## src/rtl/cpu_defs.sv

```systemverilog
// Shared CPU definitions: PC-select encodings, the zero register index and
// the default multiply/divide occupancy latency.
package cpu_defs;

    localparam logic [2:0] PCSRC_SEQ = 3'b000;
    localparam logic [2:0] PCSRC_BR  = 3'b001;
    localparam logic [2:0] PCSRC_J   = 3'b010;
    localparam logic [2:0] PCSRC_JR  = 3'b011;

    localparam logic [4:0] REG_ZERO = 5'd0;

    localparam int MD_LATENCY_DEFAULT = 32;
    localparam int MD_CNT_W           = 6;

    // True when a source register matches a producer and is not $0.
    function automatic logic reg_match(input logic [4:0] src, input logic [4:0] dst);
        return (dst != REG_ZERO) && (dst == src);
    endfunction

endpackage

```

## src/rtl/md_busy_tracker.sv

```systemverilog
// Occupancy down-counter for the multi-cycle HI/LO unit; busy while the
// count is nonzero, reloaded whenever a mult/div sits in EX.
module md_busy_tracker
    import cpu_defs::*;
#(
    parameter int LATENCY = MD_LATENCY_DEFAULT
) (
    input  logic clk,
    input  logic rst_n,
    input  logic start,
    output logic busy
);

    localparam logic [MD_CNT_W-1:0] LOAD_VAL = MD_CNT_W'(LATENCY);

    logic [MD_CNT_W-1:0] md_cnt_r;

    // Reload on every mult/div entering EX, even on a branch-flush cycle.
    always_ff @(posedge clk or negedge rst_n) begin
        if (!rst_n) begin
            md_cnt_r <= 6'd0;
        end else if (start) begin
            md_cnt_r <= LOAD_VAL;
        end else if (md_cnt_r != 6'd0) begin
            md_cnt_r <= md_cnt_r - 6'd1;
        end else begin
            md_cnt_r <= md_cnt_r;
        end
    end

    assign busy = (md_cnt_r != 6'd0);

endmodule

```

## src/rtl/hazard_unit.sv

```systemverilog
// Pipeline stall/flush controller: load-use, jr and HI/LO interlocks plus
// branch/jump flushes. HAZARD_PERF_CNT_EN adds stall/flush event counters.
module hazard_unit
    import cpu_defs::*;
#(
    parameter int MD_LATENCY = MD_LATENCY_DEFAULT
) (
    input  logic        clk,
    input  logic        rst_n,
    input  logic [4:0]  IF_ID_Rs,
    input  logic [4:0]  IF_ID_Rt,
    input  logic        ID_UsesRt,
    input  logic [2:0]  ID_PCSrc,
    input  logic        ID_MD_Use,
    input  logic        ID_EX_MemRead,
    input  logic        ID_EX_RegWrite,
    input  logic [4:0]  ID_EX_AddrC,
    input  logic        ID_EX_MDStart,
    input  logic        EX_MEM_MemRead,
    input  logic [4:0]  EX_MEM_AddrC,
    input  logic        EX_BranchTaken,
`ifdef HAZARD_PERF_CNT_EN
    output logic [31:0] StallCount,
    output logic [31:0] FlushCount,
`endif
    output logic        PC_Write,
    output logic        IF_ID_Write,
    output logic        IF_ID_Flush,
    output logic        ID_EX_Flush,
    output logic        MD_Busy
);

    logic load_use_s;
    logic jr_hazard_s;
    logic md_hazard_s;
    logic stall_s;
    logic jump_s;

    md_busy_tracker #(
        .LATENCY (MD_LATENCY)
    ) u_md_busy (
        .clk   (clk),
        .rst_n (rst_n),
        .start (ID_EX_MDStart),
        .busy  (MD_Busy)
    );

    assign load_use_s = ID_EX_MemRead &&
                        (reg_match(IF_ID_Rs, ID_EX_AddrC) ||
                         (ID_UsesRt && reg_match(IF_ID_Rt, ID_EX_AddrC)));

    assign jr_hazard_s = (ID_PCSrc == PCSRC_JR) && (IF_ID_Rs != REG_ZERO) &&
                         ((ID_EX_RegWrite && (ID_EX_AddrC == IF_ID_Rs)) ||
                          (EX_MEM_MemRead && (EX_MEM_AddrC == IF_ID_Rs)));

    assign md_hazard_s = ID_MD_Use && (MD_Busy || ID_EX_MDStart);

    assign stall_s = load_use_s || jr_hazard_s || md_hazard_s;

    assign jump_s = (ID_PCSrc == PCSRC_J) ||
                    ((ID_PCSrc == PCSRC_JR) && !jr_hazard_s);

    // Output priority: taken branch, then stall, then jump redirect. A jump
    // held by a stall must not flush itself out of IF/ID.
    always_comb begin
        PC_Write    = 1'b1;
        IF_ID_Write = 1'b1;
        IF_ID_Flush = 1'b0;
        ID_EX_Flush = 1'b0;
        if (EX_BranchTaken) begin
            IF_ID_Flush = 1'b1;
            ID_EX_Flush = 1'b1;
        end else if (stall_s) begin
            PC_Write    = 1'b0;
            IF_ID_Write = 1'b0;
            ID_EX_Flush = 1'b1;
        end else if (jump_s) begin
            IF_ID_Flush = 1'b1;
        end else begin
            IF_ID_Flush = 1'b0;
        end
    end

`ifdef HAZARD_PERF_CNT_EN
    logic [31:0] stall_count_r;
    logic [31:0] flush_count_r;

    // Event counters; both wrap naturally at 2^32.
    always_ff @(posedge clk or negedge rst_n) begin
        if (!rst_n) begin
            stall_count_r <= 32'd0;
            flush_count_r <= 32'd0;
        end else begin
            if (stall_s && !EX_BranchTaken) begin
                stall_count_r <= stall_count_r + 32'd1;
            end else begin
                stall_count_r <= stall_count_r;
            end
            if (IF_ID_Flush) begin
                flush_count_r <= flush_count_r + 32'd1;
            end else begin
                flush_count_r <= flush_count_r;
            end
        end
    end

    assign StallCount = stall_count_r;
    assign FlushCount = flush_count_r;
`endif

endmodule

```

## config.mk

```make
export PLATFORM = sky130hd
export DESIGN_NAME = hazard_unit
export DESIGN_NICKNAME = d
export VERILOG_FILES = /design/src/rtl/cpu_defs.sv /design/src/rtl/md_busy_tracker.sv /design/src/rtl/hazard_unit.sv
export SDC_FILE = /design/constraint.sdc
export NUM_CORES = 1
export LEC_CHECK = 0
export ABC_AREA = 0
export CAP_MARGIN = 20
export CORE_MARGIN = 4
export CORE_UTILIZATION = 35
export DETAILED_ROUTE_END_ITERATION = 10
export GPL_TIMING_DRIVEN = 1
export PLACE_DENSITY = 0.82
export SLEW_MARGIN = 10
export SYNTH_ARGS = -nofsm -noshare
export SYNTH_HDL_FRONTEND = slang
export SYNTH_SLANG_ARGS = --single-unit
```

## constraint.sdc

```tcl
create_clock -name clk -period 2.55 [get_ports clk]
set_input_delay 0.51 -clock clk [delete_from_list [all_inputs] [get_ports clk]]
set_output_delay 0.51 -clock clk [all_outputs]
set_load 0.05 [all_outputs]
```

==> results.ini, run 1 <==
[status]
outcome = finished with violations
violations = setup timing

[pwr]
p_int_mw = 0.379
clockPowerShare_pct = 13.1
switching_share_pct = 39.2
power_density_nw_per_um2 = 531
ir_drop_v = 0.000499
combPwrFrac_pct = 59.1
power.leakage_nw = 0.537
switchingPower_mw = 0.244
pwr-share-seq_pct = 27.8

[timing]
finalCriticalPeriod_ps = 2560
skew_ps = 1.28
fin_crit_sh_pct = 100
whs_ps = 517
postLayoutSetupSlackWorst_ps = -5.92
maxSlewViolCount = 0
slew_headroom_pct = 80.1
fmax_mhz = 391
rsz0062_at_grt = yes
setup_tns_ps = -5.92
worst_slew_pin_slew_ps = 296
hold_viol = 0
setup_viol = 1

[place]
dp_hpwl_um = 1560
dp_cells = 130
gp_congestion = 0.792
port_buffers = 36

[cts]
htree_levels = 1
clk_latency_ps = 230
clockBufferDepth = 2
cts_buffers = 3
cts.sinks = 6
cts_tree = built
clock-root-buffer = clkbuf_4
cts_hold_buf = 0
path_clk_slew_ps = 40

[synth]
synth_area_leaders = dfrtp_1, xor2_1, xnor2_1
synthArstFlopShare_pct = 100
synth_cells = 69
netlist_top_cells_count = xor2_1, nor2_1, dfrtp_1
yosysUniqueCellTypes = 24
postSynthAreaPerCell_sq_um = 8.47
synth_top_area_share_pct = 25.7
synth_edf_count = 0
synth_seq_cells = 6
ys.flop_type = dfrtp_1
synthMostInstantiatedCell = xor2_1
ys_warn_count = 0
synth_seq_area_share_pct = 25.7
syn_area_sq_um = 584
syn-num-nets = 103
post-synth-top-area-cell = dfrtp_1

[floorplan]
rows = 14
ios = 37
core_sq_um = 1540
dieHeight_um = 48.9
start_util_pct = 37.9
die_area_sq_um = 2390
die_x_um = 48.9

[worst_setup_path]
arrival_ps = 2050
critPathBufInv = 2
crit_path_top_delay_cell = or4_4
cp_top_family = simple AND/OR/NAND/NOR gates
critPathMaxFanout = 2
startpoint_type = primary input
max_stage_delay_ps = 540
path_class = in2out
path_cells = buf_6, or4_4, o211ai_2, a21oi_2, or4_4, buf_8
cpMostUsedCell = or4_4
critPathCaptureType = primary output
crit_required_ps = 2040

[global_routing]
grt_usage_pct = 16.8
antenna_found_initial = 0
grt-ovfl-total = 0
grt_pass1_wl_um = 3070
grt_start_max_net_pins = 7
grt_pass1_vias = 729

[cells_and_area]
drive_above_1_share_pct = 40.3
fillerInstances = 110
largest_reg_flops = 6
nets = 155
reg_top3 = u_md_busy.md_cnt_r: 6 flops
n_antenna_cell = 0
final_cells = 135
utilization_pct = 76.1
largest-register = u_md_busy.md_cnt_r
area_delta_synth_final_pct = 101

[route]
routed_wl_um = 1970
dr.first_iter.drc_count = 7
drtAntennaViolNets = 0
via_per_inst = 5.09
drt-pass1-iter-count = 5
via_count = 687
wire_per_inst_um = 14.6
drc_errors = 0

[worst_hold_path]
min_path_type = in2async

[job]
drv_cap = 0

-- power groups by stage --
stage	combinational, mW	clock [mW]	sequential (mW)
after detailed placement	0.348	0	0.169
after CTS	0.354	0.0863	0.167
after global routing	0.402	0.0985	0.178
final	0.368	0.0816	0.173
after floorplan	0.229	0	0.162
after global placement	0.339	0	0.165
-- worst paths after layout --
check / slack, ps / from / end / cells after the start
max: -6 / IF_ID_Rs[4] / ID_EX_Flush / 6
min: 520 / rst_n / u_md_busy.md_cnt_r[2] / 1
max reg2reg: 970 / u_md_busy.md_cnt_r[1] / u_md_busy.md_cnt_r[3] / 7
min reg2reg: 600 / u_md_busy.md_cnt_r[1] / u_md_busy.md_cnt_r[1] / 2
max in group asynchronous: 1820 / rst_n / u_md_busy.md_cnt_r[1] / 1
min in group clk: 600 / u_md_busy.md_cnt_r[1] / u_md_busy.md_cnt_r[1] / 2
-- per-stage QoR --
step                      setup slack [ps]  instance area [sq um]  total power [mW]
after floorplan                      -19.5                    622             0.391
after global placement                -352                   1090             0.504
after detailed placement              -360                   1090             0.517
after CTS                            -31.4                   1120             0.608
after global routing                 -32.8                   1170             0.679
final                                -5.92                   1170             0.623
-- logic make-up (layout without fill, tap and decap cells) --
| logic type | after synthesis | after routing | synth area share (%) |
|---|---|---|---|
| mux | 1 | 1 | 1.71 |
| flops | 6 | 6 | 25.7 |
| buf+inv | 7 | 57 | 5.78 |
| compound gates | 9 | 9 | 11.3 |
| xor+xnor | 19 | 19 | 28.5 |
| simple gates | 25 | 25 | 22.7 |
| fa+ha+maj | 2 | 2 | 4.28 |
-- final cells by class --
type,instances,area [sq um],area share [%]
Inverter,5,21.3,1.81
Clock buffer,3,22.5,1.92
Tap cell,16,20.0,1.71
Timing Repair Buffer,49,478,40.7
Sequential cell,6,150,12.8
Multi-Input combinational cell,56,482,41.0
-- cell usage in the layout, fill, tap and decap left out, types with 3 or more instances in the layout --
cell type,count
buf_12,3
buf_4,13
buf_6,6
clkbuf_2,3
clkbuf_4,3
clkdlybuf4s50_1,13
dfrtp_1,6
dlygate4sd2_1,6
inv_1,3
nand2_1,3
nand3_1,4
nor2_1,7
or4_4,3
xnor2_1,5
xor2_1,11
xor2_2,3
-- routing by layer --
| layer | wire (um) | GRT usage, % | share of wire, % |
|---|---|---|---|
| met3 | 166 | 5.81 | 8.4 |
| met2 | 945 | 26.7 | 48 |
| met1 | 832 | 19.0 | 42 |
| met5 | 0 | 0 | 0 |
| met4 | 29 | 9.87 | 1.5 |
-- what timing repair did --
item                                    CTS  global route
setup buffers                             1             1
cloned                                    0             0
endpoints found under the setup margin    4             4
resized for setup                        40            21
pin swaps                                18            11
Note: power is estimated with default switching activity, not from simulation.
==> inputs of run 2 (changes only) <==
- CORE_UTILIZATION: 35 -> 32
- GPL_ROUTABILITY_DRIVEN: not set -> 1
- PLACE_DENSITY: 0.82 -> 0.8
- RECOVER_POWER: not set -> 50
- clock period: 2.55 -> 2.2 ns (I/O delays scaled with it)
==> results.ini, run 2 (synthesis results as in run 1) <==
[status]
outcome = finished with violations  ; unchanged
violations = setup timing  ; unchanged

[route]
via_count = 678  ; was 687
drt-pass1-iter-count = 4  ; was 5
dr.first_iter.drc_count = 6  ; was 7
via_per_inst = 4.61  ; was 5.09
drc_errors = 0  ; unchanged
drtAntennaViolNets = 0  ; unchanged
routed_wl_um = 1810  ; was 1970 um
wire_per_inst_um = 12.3  ; was 14.6 um

[global_routing]
grt_start_max_net_pins = 7  ; unchanged
grt_pass1_vias = 738  ; was 729
grt_pass1_wl_um = 3070  ; unchanged
grt_busiest_layer = met2  ; unchanged
antenna_found_initial = 0  ; unchanged
grt_usage_pct = 15.6  ; was 16.8%
grt-ovfl-total = 0  ; unchanged
grtUsageMet3_pct = 3.86  ; was 5.81%
use_met2_pct = 27.8  ; was 26.7%
grt_use_met1_pct = 17.5  ; was 19.0%

[worst_setup_path]
critPathMaxFanout = 2  ; unchanged
path_class = in2out  ; unchanged
startpoint = ID_EX_AddrC[2]  ; was IF_ID_Rs[4]
critPathCaptureType = primary output  ; unchanged
startpoint_type = primary input  ; unchanged
crit_required_ps = 1760  ; was 2040 ps
r2r_start = u_md_busy.md_cnt_r[0]  ; was u_md_busy.md_cnt_r[1]
arrival_ps = 2010  ; was 2050 ps

[cells_and_area]
area_delta_synth_final_pct = 107  ; was 101%
n_antenna_cell = 0  ; unchanged
fillerInstances = 129  ; was 110
drive_above_1_share_pct = 41.0  ; was 40.3%
most-common-layout-cells = buf_4, xor2_1, clkdlybuf4s50_1  ; was clkdlybuf4s50_1, buf_4, xor2_1
largest_reg_flops = 6  ; unchanged
reg_top3 = u_md_busy.md_cnt_r: 6 flops  ; unchanged
largest-register = u_md_busy.md_cnt_r  ; unchanged
utilization_pct = 70.0  ; was 76.1%
final_common_cell = buf_4
nets = 158  ; was 155

[job]
drv_cap = 0  ; unchanged

[timing]
fmax_mhz = 408
hold_viol = 0  ; unchanged
setup_viol = 4  ; was 1
slew_headroom_pct = 78.0  ; was 80.1%
rsz0062_at_grt = yes  ; unchanged
maxSlewViolCount = 0  ; unchanged
worst_slew_pin_slew_ps = 327  ; was 296 ps
finalCriticalPeriod_ps = 2450
skew_ps = 0.570  ; was 1.28 ps
fin_crit_sh_pct = 111
setup_tns_ps = -711  ; was -5.92 ps
postLayoutSetupSlackWorst_ps = -248  ; was -5.92 ps

[place]
dp_hpwl_um = 1640  ; was 1560 um
gp_congestion = 0.811  ; was 0.792
port_buffers = 36  ; unchanged

[floorplan]
dieHeight_um = 50.7  ; was 48.9 um
rows = 15  ; was 14
core_sq_um = 1730  ; was 1540 sq um
ios = 37  ; unchanged
start_util_pct = 33.8  ; was 37.9%
die_x_um = 50.7  ; was 48.9 um
die_area_sq_um = 2570  ; was 2390 sq um

[cts]
clk_latency_ps = 230  ; about the same
path_clk_slew_ps = 40  ; about the same
htree_levels = 1  ; unchanged
cts_tree = built  ; unchanged
clockBufferDepth = 2  ; unchanged
clock-root-buffer = clkbuf_4  ; unchanged
cts_buffers = 3  ; unchanged
cts.sinks = 6  ; unchanged

[pwr]
power_mw = 0.749  ; was 0.623 mW
power.leakage_nw = 0.547  ; was 0.537 nW
ir_drop_v = 0.000550  ; was 0.000499 V
power_density_nw_per_um2 = 620  ; was 531 nW/um^2

[worst_hold_path]
min_path_type = in2async  ; unchanged

run 2: timing repair:
action                                  4_1_cts  5_1_grt
buffers inserted                              1        0
pin swaps                                    16       12
hold endpoints to repair                      0        0
resized for setup                            53        8
hold buffers                                  0        0
endpoints found under the setup margin        4        4
run 2: report_power, final:
| group | total, mW | internal, mW | switching [mW] |
|---|---|---|---|
| logic | 0.459 | 0.244 | 0.215 |
| clock network | 0.0970 | 0.0614 | 0.0355 |
| registers | 0.193 | 0.157 | 0.0355 |
run 2: routing by layer:
metal  part of all wire [%]  vias to the layer above
li1                       -                      346
met4                    2.5                        0
met5                      0                        -
met2                     54                       17
met1                     38                      311
met3                    4.5                        4
run 2: layout make-up:
type                    instances  area [sq um]  share of cell area [%]
well taps                      25          31.3                    2.59
clock buffers                   3          22.5                    1.86
multi-input cells              56           473                    39.1
inverters                       5          21.3                    1.76
repair buffers                 52           510                    42.2
flip-flops and latches          6           150                    12.4
run 2: worst max-delay path, cell delays in order:
cell	delay (ps)
buf_6	100
or4_4	550
o21ai_4	160
a21oi_4	50
or4_4	540
buf_8	170
run 2: stage by stage:
| stage | hold slack (ps) | setup WS, ps | instances | instance area (sq um) |
|---|---|---|---|---|
| detailed placement | 581 | -613 | 143 | 1150 |
| finish | 508 | -248 | 147 | 1210 |
| global route | 516 | -285 | 147 | 1210 |
| global placement | 577 | -552 | 143 | 1150 |
| floorplan | 144 | -230 | 69 | 631 |
| CTS | 445 | -264 | 147 | 1200 |
run 2: final timing paths:
path / cells after the start / slack, ps / end
worst max-delay path: 6 / -250 / ID_EX_Flush
worst min-delay path: 1 / 510 / u_md_busy.md_cnt_r[4]
worst max register to register: 7 / 620 / u_md_busy.md_cnt_r[3]
worst min register to register: 2 / 590 / u_md_busy.md_cnt_r[1]
max in group asynchronous: 1 / 1490 / u_md_busy.md_cnt_r[5]
min in group clk: 2 / 590 / u_md_busy.md_cnt_r[1]
